`src/rtl/radic_share_arb_pkg.sv`:
```
// Shared types for the isqrt-core arbiter.
// The HIT state exists only when RADIC_CACHE_EN is defined.
package radic_arb_pkg;

   localparam int RADIC_X_W = 16;
   localparam int RADIC_R_W = 8;

   typedef logic [RADIC_X_W-1:0] x_t;
   typedef logic [RADIC_R_W-1:0] r_t;

   // Wide enough for any N_REQ up to 8
   typedef logic [2:0] gnt_t;

   typedef enum logic [2:0] {
      IDLE,
      ISSUE,
      WAIT,
      RELEASE,
      DONE
`ifdef RADIC_CACHE_EN
      ,
      HIT
`endif
   } state_t;

   function automatic gnt_t rr_next(
      input gnt_t g,
      input int   n
   );
      if (int'(g) + 1 >= n)
         return '0;
      return g + 3'd1;
   endfunction

endpackage

```
`src/rtl/radic_share_arb_if.sv`:
```
// Requester-side bus of the arbiter.
// master = client side, slave = arbiter side.
interface radic_share_arb_if #(
   parameter int N_REQ = 4
);
   import radic_arb_pkg::*;

   logic [N_REQ-1:0]           REQ_VALID;
   logic [RADIC_X_W*N_REQ-1:0] REQ_X;
   logic [N_REQ-1:0]           REQ_READY;
   logic [N_REQ-1:0]           RES_VALID;
   r_t                         RES_DATA;
   logic                       RES_ERR;

   modport master (
      output REQ_VALID,
      output REQ_X,
      input  REQ_READY,
      input  RES_VALID,
      input  RES_DATA,
      input  RES_ERR
   );

   modport slave (
      input  REQ_VALID,
      input  REQ_X,
      output REQ_READY,
      output RES_VALID,
      output RES_DATA,
      output RES_ERR
   );

endinterface

```
`src/rtl/radic_share_arb_rr_pick.sv`:
```
// Combinational round-robin picker: first set request
// at or after ptr, wrapping modulo N_REQ.
module radic_rr_pick
   import radic_arb_pkg::*;
#(
   parameter int N_REQ = 4
) (
   input  logic [N_REQ-1:0] req,
   input  gnt_t             ptr,
   output logic [N_REQ-1:0] gnt_oh,
   output gnt_t             gnt_idx,
   output logic             any
);

   logic [2*N_REQ-1:0] dbl;
   logic [N_REQ-1:0]   rot;
   logic [3:0]         sum;
   logic               hit;

   always_comb begin
      dbl = {req, req};
      // rotate so bit 0 is the requester at ptr
      rot = N_REQ'(dbl >> ptr);
      hit = 1'b0;
      sum = '0;
      for (int k = 0; k < N_REQ; k++) begin
         if (!hit && rot[k]) begin
            hit = 1'b1;
            sum = {1'b0, ptr} + 4'(k);
         end
      end
      if (sum >= 4'(N_REQ))
         sum = sum - 4'(N_REQ);
      gnt_idx = gnt_t'(sum);
      gnt_oh  = hit ? (N_REQ'(1) << sum) : '0;
      any     = hit;
   end

endmodule

```
`src/rtl/radic_share_arb.sv`:
```
// Round-robin sharing of one 16->8 bit isqrt core.
// Define RADIC_CACHE_EN for a one-entry result cache.
module radic_share_arb
   import radic_arb_pkg::*;
#(
   parameter int N_REQ       = 4,
   parameter int TIMEOUT_CYC = 1023
) (
   input  logic             CLK,
   input  logic             RESET,
   radic_share_arb_if.slave req_if,
   output logic             BUSY,
   output logic             SQ_START,
   output x_t               SQ_X,
   input  logic             SQ_FIN,
   input  r_t               SQ_COUNT
);

   localparam int TW = $clog2(TIMEOUT_CYC + 1);
   localparam logic [TW-1:0] T_LAST =
      TW'(TIMEOUT_CYC - 1);

   state_t           state_q, state_d;
   gnt_t             gnt_q, gnt_d;
   gnt_t             ptr_q, ptr_d;
   gnt_t             pick_idx;
   x_t               x_q, x_d, x_sel;
   r_t               res_q, res_d;
   logic             err_q, err_d;
   logic [TW-1:0]    tmr_q, tmr_d;
   logic [N_REQ-1:0] pick_oh;
   logic [N_REQ-1:0] gnt_oh;
   logic             pick_any;
`ifdef RADIC_CACHE_EN
   logic             c_vld_q, c_vld_d;
   x_t               c_x_q, c_x_d;
   r_t               c_r_q, c_r_d;
`endif

   radic_rr_pick #(
      .N_REQ (N_REQ)
   ) u_pick (
      .req     (req_if.REQ_VALID),
      .ptr     (ptr_q),
      .gnt_oh  (pick_oh),
      .gnt_idx (pick_idx),
      .any     (pick_any)
   );

   always_comb begin
      x_sel = '0;
      for (int k = 0; k < N_REQ; k++)
         if (pick_oh[k])
            x_sel = req_if.REQ_X[RADIC_X_W*k +: RADIC_X_W];
   end

   always_comb begin
      state_d = state_q;
      gnt_d   = gnt_q;
      ptr_d   = ptr_q;
      x_d     = x_q;
      res_d   = res_q;
      err_d   = err_q;
      tmr_d   = tmr_q;
`ifdef RADIC_CACHE_EN
      c_vld_d = c_vld_q;
      c_x_d   = c_x_q;
      c_r_d   = c_r_q;
`endif
      case (state_q)
         IDLE: begin
            if (pick_any) begin
               gnt_d = pick_idx;
`ifdef RADIC_CACHE_EN
               if (c_vld_q && x_sel == c_x_q) begin
                  res_d   = c_r_q;
                  err_d   = 1'b0;
                  state_d = HIT;
               end else begin
                  x_d     = x_sel;
                  state_d = ISSUE;
               end
`else
               x_d     = x_sel;
               state_d = ISSUE;
`endif
            end
         end
         ISSUE: begin
            tmr_d   = '0;
            state_d = WAIT;
         end
         WAIT: begin
            if (tmr_q != '1)
               tmr_d = tmr_q + 1'b1;
            // a finishing core wins over a same-cycle timeout
            if (SQ_FIN) begin
               res_d   = SQ_COUNT;
               err_d   = 1'b0;
               state_d = RELEASE;
            end else if (tmr_q == T_LAST) begin
               res_d   = '0;
               err_d   = 1'b1;
               state_d = RELEASE;
            end
         end
         RELEASE: begin
            if (!SQ_FIN)
               state_d = DONE;
         end
         DONE: begin
            ptr_d   = rr_next(gnt_q, N_REQ);
            state_d = IDLE;
`ifdef RADIC_CACHE_EN
            if (err_q) begin
               c_vld_d = 1'b0;
            end else begin
               c_vld_d = 1'b1;
               c_x_d   = x_q;
               c_r_d   = res_q;
            end
`endif
         end
`ifdef RADIC_CACHE_EN
         HIT: begin
            ptr_d   = rr_next(gnt_q, N_REQ);
            state_d = IDLE;
         end
`endif
         default: state_d = IDLE;
      endcase
   end

   always_ff @(posedge CLK or negedge RESET) begin
      if (!RESET) begin
         state_q <= IDLE;
         gnt_q   <= '0;
         ptr_q   <= '0;
         x_q     <= '0;
         res_q   <= '0;
         err_q   <= 1'b0;
         tmr_q   <= '0;
`ifdef RADIC_CACHE_EN
         c_vld_q <= 1'b0;
         c_x_q   <= '0;
         c_r_q   <= '0;
`endif
      end else begin
         state_q <= state_d;
         gnt_q   <= gnt_d;
         ptr_q   <= ptr_d;
         x_q     <= x_d;
         res_q   <= res_d;
         err_q   <= err_d;
         tmr_q   <= tmr_d;
`ifdef RADIC_CACHE_EN
         c_vld_q <= c_vld_d;
         c_x_q   <= c_x_d;
         c_r_q   <= c_r_d;
`endif
      end
   end

   assign gnt_oh          = N_REQ'(1) << gnt_q;
   assign SQ_X            = x_q;
   assign req_if.RES_DATA = res_q;

   always_comb begin
      BUSY     = state_q != IDLE;
      SQ_START = state_q == ISSUE || state_q == WAIT;
      req_if.REQ_READY = (state_q == ISSUE) ? gnt_oh : '0;
      req_if.RES_VALID = (state_q == DONE) ? gnt_oh : '0;
      req_if.RES_ERR   = err_q && state_q == DONE;
`ifdef RADIC_CACHE_EN
      if (state_q == HIT) begin
         req_if.REQ_READY = gnt_oh;
         req_if.RES_VALID = gnt_oh;
      end
`endif
   end

endmodule

```
`src/flat_wrapper.sv`:
```
// flat-port wrapper written by rule: the top's interface ports become plain ports
module radic_share_arb_flat import radic_arb_pkg::*;
#(
   parameter int N_REQ       = 4,
   parameter int TIMEOUT_CYC = 1023
)
  (CLK, RESET, BUSY, SQ_START, SQ_X, SQ_FIN, SQ_COUNT, req_if_REQ_VALID, req_if_REQ_X, req_if_REQ_READY, req_if_RES_VALID, req_if_RES_DATA, req_if_RES_ERR);
  radic_share_arb_if #(.N_REQ(N_REQ)) req_if_i ();
  input  logic CLK;
  input  logic RESET;
  output logic BUSY;
  output logic SQ_START;
  output x_t SQ_X;
  input  logic SQ_FIN;
  input  r_t SQ_COUNT;
  input wire logic [$bits(req_if_i.REQ_VALID)-1:0] req_if_REQ_VALID;
  input wire logic [$bits(req_if_i.REQ_X)-1:0] req_if_REQ_X;
  output wire logic [$bits(req_if_i.REQ_READY)-1:0] req_if_REQ_READY;
  output wire logic [$bits(req_if_i.RES_VALID)-1:0] req_if_RES_VALID;
  output wire logic [$bits(req_if_i.RES_DATA)-1:0] req_if_RES_DATA;
  output wire logic [$bits(req_if_i.RES_ERR)-1:0] req_if_RES_ERR;
  assign req_if_i.REQ_VALID = req_if_REQ_VALID;
  assign req_if_i.REQ_X = req_if_REQ_X;
  assign req_if_REQ_READY = req_if_i.REQ_READY;
  assign req_if_RES_VALID = req_if_i.RES_VALID;
  assign req_if_RES_DATA = req_if_i.RES_DATA;
  assign req_if_RES_ERR = req_if_i.RES_ERR;
  radic_share_arb #(.N_REQ(N_REQ), .TIMEOUT_CYC(TIMEOUT_CYC)) u_core (.CLK(CLK), .RESET(RESET), .req_if(req_if_i), .BUSY(BUSY), .SQ_START(SQ_START), .SQ_X(SQ_X), .SQ_FIN(SQ_FIN), .SQ_COUNT(SQ_COUNT));
endmodule
```
`config.mk`:
```
export PLATFORM = sky130hd
export DESIGN_NAME = radic_share_arb_flat
export DESIGN_NICKNAME = d
export VERILOG_FILES = /design/src/rtl/radic_share_arb_pkg.sv /design/src/rtl/radic_share_arb_if.sv /design/src/rtl/radic_share_arb_rr_pick.sv /design/src/rtl/radic_share_arb.sv /design/src/flat_wrapper.sv
export SDC_FILE = /design/constraint.sdc
export NUM_CORES = 1
export LEC_CHECK = 0
export ABC_AREA = 1
export ABC_CLOCK_PERIOD_IN_PS = 2800
export CAP_MARGIN = 10
export CELL_PAD_IN_SITES_DETAIL_PLACEMENT = 0
export CELL_PAD_IN_SITES_GLOBAL_PLACEMENT = 1
export CORE_MARGIN = 4
export CORE_UTILIZATION = 31
export CTS_CLUSTER_DIAMETER = 60
export DETAILED_ROUTE_END_ITERATION = 16
export PLACE_DENSITY_LB_ADDON = 0.05
export SYNTH_ARGS = -nofsm -noshare
export SYNTH_HDL_FRONTEND = slang
export SYNTH_SLANG_ARGS = --single-unit
```
`constraint.sdc`:
```
create_clock -name CLK -period 2.8 [get_ports CLK]
set_clock_uncertainty 0.05 [all_clocks]
set_input_delay 0.28 -clock CLK [delete_from_list [all_inputs] [get_ports CLK]]
set_output_delay 0.28 -clock CLK [all_outputs]
set_load 0.01 [all_outputs]
```
==> results of run 1 <==
==> stage by stage <==
| stage | hold slack [ns] | instance area, um^2 |
|---|---|---|
| global route | 0.204 | 4330 |
| detailed placement | 0.419 | 4170 |
| CTS | 0.157 | 4290 |
| floorplan | -0.0656 | 2920 |
| finish | 0.111 | 4330 |
| global placement | 0.414 | 4170 |
==> kinds of logic after synthesis <==
logic type	share of synthesized area [%]
flops	37.7
compound gates	12.8
mux	0.386
buf+inv	8.87
simple gates	34.9
xor+xnor	0.600
fa+ha+maj	4.71
==> placed cells by master, fill, tap and decap left out, types with 2 or more instances in the layout <==
master,instances
a211oi_1,2
a21o_1,2
a21oi_1,9
a22o_1,8
buf_12,2
buf_4,8
clkbuf_8,5
clkdlybuf4s50_1,112
clkinv_1,2
dfrtp_1,44
ha_1,11
inv_1,39
inv_2,7
nand2_1,110
nand2_2,3
nand3_1,34
nand3_2,7
nand4_1,3
nor2_1,59
nor2_2,2
nor2_4,2
nor3_1,7
o2111ai_1,10
o21ai_0,15
o22ai_1,2
==> cell type report <==
class	instances	area [um^2]	area share (%)
multi-input combinational	299	1560	36.0
clock buffer	5	68.8	1.59
inverter	49	186	4.31
timing repair buffer	123	1230	28.3
tap	111	139	3.21
sequential	44	1100	25.4
clock inverter	3	46.3	1.07
==> path summary, 6_finish.rpt <==
check	start	end	slack (ns)	depth (start not counted)
min in group CLK	u_core.tmr_q[5]$_DFFE_PN0P_	u_core.tmr_q[5]$_DFFE_PN0P_	0.44	1
worst min register to register	u_core.tmr_q[5]$_DFFE_PN0P_	u_core.tmr_q[5]$_DFFE_PN0P_	0.44	1
worst max-delay path	u_core.ptr_q[0]$_DFFE_PN0P_	u_core.SQ_X[9]$_DFFE_PN0P_	0.34	12
worst min-delay path	RESET	u_core.tmr_q[8]$_DFFE_PN0P_	0.11	1
worst max register to register	u_core.ptr_q[0]$_DFFE_PN0P_	u_core.SQ_X[9]$_DFFE_PN0P_	0.34	12
max in group asynchronous	RESET	u_core.req_if.RES_DATA[6]$_DFFE_PN0P_	1.94	1
==> report_power, final <==
group	internal (W)	total [W]	switching [W]
logic	0.00150	0.00341	0.00192
registers	0.000894	0.00109	0.000192
clock network	0.000269	0.000512	0.000243
total	0.00266	0.00501	0.00235
==> routing by layer <==
layer,GRT usage [%],wire (um)
met4,3.37,73
met3,5.44,738
met2,27.2,4110
met1,19.8,3810
met5,0,0
==> state kept, by name (all words and copies together) (netlist names) <==
register,cells
u_core.state_q,3
u_core.req_if.RES_DATA,8
u_core.ptr_q,3
u_core.err_q,1
u_core.gnt_q,3
u_core.tmr_q,10
u_core.SQ_X,16
==> what timing repair did <==
action | in CTS | in global routing
setup buffers | 0 | 2
hold buffers | 0 | 0
setup endpoints to repair | 0 | 7
==> results.py, run 1 <==
metrics = {
    "status": {
        "status": "finished, final reports clean",
    },
    "critical_path": {
        "critPathBufInv": 3,
        "cp.arrival_ns": 2.66,
        "critPathLaunchType": "flop",
        "cp_max_fo": 26,
        "worstSetupPathType": "reg2reg",
        "worstPathRequired_ns": 2.99,
        "cp_cell_sequence": "inv_4 > nand2_1 > nand3_1 > nand2_1 > inv_2 > nand2_1 > nor2_1 > nor2_1 > clkinv_1 > nor2_1 > nand2_1 > nand2_1",
        "cpPeakStageDelay_ns": 0.59,
        "path_delay_family": "simple AND/OR/NAND/NOR gates",
        "crit_top_cell": "nand2_1",
        "slowest_stage": "dfrtp_1",
        "end_kind": "flop",
    },
    "floorplan": {
        "fp.dieH_um": 105,
        "die_x_um": 105,
        "rows": 35,
        "initial_core_util_pct": 31.7,
        "core_area_um2": 9200,
        "die_area_um2": 11000,
        "io_pins": 114,
    },
    "cts": {
        "clk_latency_ns": 0.30,
        "clockRootBuffer": "clkbuf_8",
        "ctsResizeCount": 0,
        "cts_tree": "built",
        "clkSlewWorstSetupHoldPaths_ns": 0.09,
        "clock_sinks": 44,
        "htreeDepth": 2,
        "cts_buffers": 5,
        "clock_path_buffers": 2,
    },
    "grt": {
        "grt_pass1_wl_mm": 14.6,
        "grt.total_usage_pct": 16.1,
        "antenna_found_initial": 0,
        "grt_pass1_vias": 3018,
        "grt_max_degree": 45,
        "overflow": 0,
    },
    "synthesis": {
        "ys_seq_area_share_pct": 37.7,
        "yosysMostFrequentCell": "nand2_1",
        "synth_edf_count": 0,
        "synth_cell_types": 39,
        "synth_area_leader_cell": "dfrtp_1",
        "synth_area_per_cell_um2": 7.21,
        "synthTopCellsByCount": "110 x nand2_1, 59 x nor2_1, 44 x dfrtp_1, 39 x inv_1, 34 x nand3_1",
        "synth_top_area_share_pct": 37.7,
        "ys_ff_latch": 44,
        "async_flop_share_pct": 100,
        "synth_area_um2": 2920,
        "synth_ff_type": "dfrtp_1",
        "yosys_warnings": 0,
        "syn_nets": 495,
        "synth_area_leaders": "dfrtp_1 38%, nand2_1 14%, nor2_1 7.6%",
        "netlist_instances": 405,
    },
    "sta": {
        "finalCritPeriodShare_pct": 88.0,
        "maxSlewViolCount": 0,
        "hold_viol_final": 0,
        "layout_setup_ws_ns": 0.337,
        "final.min_clock_period_ns": 2.46,
        "rsz0062_at_grt": "no",
        "worst_slew_pin_slew_ns": 1.05,
        "fmax_mhz": 406,
        "setup_viol": 0,
        "slew_headroom_pct": 29.7,
        "tns_ns": 0,
    },
    "finish": {
        "n_antenna_cell": 0,
        "nNetsFinal": 612,
        "post_route_cells_drive_above_1_share_pct": 8.80,
        "syn2layout_area_growth_pct": 48.2,
        "finalNonFillerCells": 634,
        "finalCoreUtilization_pct": 47.0,
        "fillers": 985,
    },
    "detailed_routing": {
        "wl_mm": 8.73,
        "wl_per_cell_um": 13.8,
        "vias": 2961,
        "first_pass_iters": 4,
        "drc_errors": 0,
        "antenna_left": 0,
        "routed_via_density": 4.67,
        "drt_iter0_markers": 65,
    },
    "placed_design": {
        "numPortBuffers": 113,
        "gp_congestion": 0.798,
        "dp_hpwl_mm": 6.60,
        "dp.cells": 624,
        "place_ws_ns": 0.172,
    },
    "power": {
        "power.static_leakage_nw": 2.05,
        "vdd_drop_max_mv": 0.565,
        "p_per_area_nw_per_um2": 1160,
        "total_power_w": 0.00501,
    },
    "worst_hold_path": {
        "hold_path.class": "in2async",
    },
    "run": {
        "drv_cap": 0,
    },
}
(Power assumes the default switching activity.)
==> inputs of run 2 (changes only) <==
- ABC_CLOCK_PERIOD_IN_PS: 2800 -> default
- CORE_MARGIN: 4 -> default
- GPL_TIMING_DRIVEN: default -> 1
==> results.py, run 2 (synthesized netlist as in run 1, its figures left out) <==
metrics = {
    "detailed_routing": {
        "wl_mm": 8.15,
        "drc_errors": 0,
        "first_pass_iters": 5,
        "wl_per_cell_um": 12.8,
        "routed_via_density": 4.57,
        "antenna_left": 0,
        "drt_iter0_markers": 92,
        "vias": 2909,
    },
    "sta": {
        "slew_headroom_pct": 53.6,
        "setup_viol": 0,
        "layout_setup_ws_ns": 0.365,
        "finalCritPeriodShare_pct": 87.0,
        "fmax_mhz": 411,
        "rsz0062_at_grt": "no",
        "worst_slew_pin_slew_ns": 0.691,
        "hold_viol_final": 0,
        "final.min_clock_period_ns": 2.43,
        "maxSlewViolCount": 0,
        "tns_ns": 0,
    },
    "critical_path": {
        "slowest_stage": "clkinv_1",
        "reg2reg_slack_ns": 0.37,
        "cp_cell_sequence": "inv_2 > nor2_1 > nand2_1 > nand2_1 > inv_2 > nand2_1 > nor2_1 > nor2_1 > clkinv_1 > nor2_1 > nand2_1 > nand2_1",
        "cpPeakStageDelay_ns": 0.57,
        "end_kind": "flop",
        "worstPathRequired_ns": 2.99,
        "crit_top_cell": "nand2_1",
        "critPathLaunchType": "flop",
        "r2r_cells": 12,
        "reg2reg_from": "u_core.ptr_q[1]$_DFFE_PN0P_",
        "r2r_end": "u_core.SQ_X[9]$_DFFE_PN0P_",
        "cp_max_fo": 26,
        "cp.arrival_ns": 2.62,
        "worstSetupPathType": "reg2reg",
    },
    "placed_design": {
        "post_dp_cell_area_um2": 4210,
        "gp_congestion": 0.789,
        "numPortBuffers": 113,
        "dp_hpwl_mm": 6.14,
        "place_ws_ns": 0.208,
    },
    "grt": {
        "grt_max_degree": 45,
        "grt_busiest_layer": "met2",
        "overflow": 0,
        "grt_pass1_vias": 2814,
        "grtUsageMet1_pct": 24.1,
        "antenna_found_initial": 0,
        "grt.total_usage_pct": 17.7,
        "grt_pass1_wl_mm": 13.8,
        "met2_usage_pct": 28.1,
        "grtUsageMet3_pct": 4.82,
    },
    "floorplan": {
        "initial_core_util_pct": 31.7,
        "core_area_um2": 9200,
        "io_pins": 114,
        "die_area_um2": 9810,
        "fp.dieH_um": 99.0,
        "die_x_um": 99.0,
        "rows": 35,
    },
    "cts": {
        "cts_buffers": 5,
        "clock_sinks": 44,
        "clock_path_buffers": 2,
        "clkSlewWorstSetupHoldPaths_ns": 0.10,
        "ctsResizeCount": 0,
        "clk_latency_ns": 0.30,
        "htreeDepth": 2,
        "cts_tree": "built",
        "clockRootBuffer": "clkbuf_8",
    },
    "finish": {
        "final_cell_mix": "112 x clkdlybuf4s50_1, 110 x nand2_1, 59 x nor2_1",
        "multiInputGateArea_um2": 1560,
        "largest_reg_flops": 16,
        "finalCoreUtilization_pct": 47.4,
        "post_route_cells_drive_above_1_share_pct": 8.95,
        "fillers": 943,
        "final_cell_area_um2": 4360,
        "nNetsFinal": 614,
        "syn2layout_area_growth_pct": 49.2,
        "layout_commonest_cell": "clkdlybuf4s50_1",
        "seq_area_um2": 1100,
        "n_antenna_cell": 0,
    },
    "run": {
        "drv_cap": 0,
    },
    "worst_hold_path": {
        "hold_path.class": "in2async",
    },
    "power": {
        "vdd_drop_max_mv": 0.529,
        "total_power_w": 0.00502,
        "p_per_area_nw_per_um2": 1150,
        "power.static_leakage_nw": 2.07,
    },
    "status": {
        "status": "finished, final reports clean",
    },
}
## run 2: cell count changes in the layout (fill, tap and decap cells not counted)
| cell | before | now |
|---|---|---|
| buf_12 | 2 | 3 |
| dlygate4sd3_1 | 0 | 1 |
## run 2: power breakdown
part | switching [W] | internal, W
registers | 0.000194 | 0.000894
clock network | 0.000247 | 0.000269
logic | 0.00192 | 0.00149
total | 0.00236 | 0.00266
## run 2: worst max-delay path by stage
stage | endpoint | start | slack (ns) | cells past startpoint
floorplan | u_core.SQ_X[10]$_DFFE_PN0P_ | u_core.ptr_q[0]$_DFFE_PN0P_ | 0.74 | 16
global placement | u_core.SQ_X[3]$_DFFE_PN0P_ | req_if_REQ_VALID[0] | 0.25 | 15
detailed placement | u_core.SQ_X[8]$_DFFE_PN0P_ | req_if_REQ_VALID[3] | 0.21 | 13
CTS | u_core.SQ_X[9]$_DFFE_PN0P_ | u_core.ptr_q[0]$_DFFE_PN0P_ | 0.33 | 12
global route | u_core.SQ_X[4]$_DFFE_PN0P_ | u_core.ptr_q[0]$_DFFE_PN0P_ | 0.03 | 12
finish | u_core.SQ_X[9]$_DFFE_PN0P_ | u_core.ptr_q[1]$_DFFE_PN0P_ | 0.37 | 12
## run 2: what timing repair did
| action | 4_1_cts | 5_1_grt |
|---|---|---|
| hold endpoints to repair | 0 | 10 |
| hold buffers | 0 | 1 |
| setup buffers | 0 | 0 |
## run 2: critical path, delay by kind of cell (launching register included)
family / cells / cell delay (ns)
flops: 1 / 0.49
simple gates: 9 / 1.05
buf+inv: 3 / 0.79
## run 2: through the flow
step | std cells | hold WS, ns
floorplan | 405 | -0.0656
global placement | 626 | 0.413
detailed placement | 626 | 0.418
CTS | 634 | 0.168
global route | 636 | 0.361
finish | 636 | 0.346
## run 2: cell type report
type                            count  area share, %
Multi-Input combinational cell    299           35.8
Sequential cell                    44           25.3
Tap cell                          111           3.19
Clock inverter                      3           1.06
Inverter                           49           4.28
Timing Repair Buffer              125           28.8
Clock buffer                        5           1.58
## run 2: per-layer routing
layer	share of wire, %	wire [um]	vias up
li1	-	-	1554
met1	48	3900	1279
met2	46	3730	74
met3	6.0	485	2
met4	0.47	38	0
met5	0	0	-
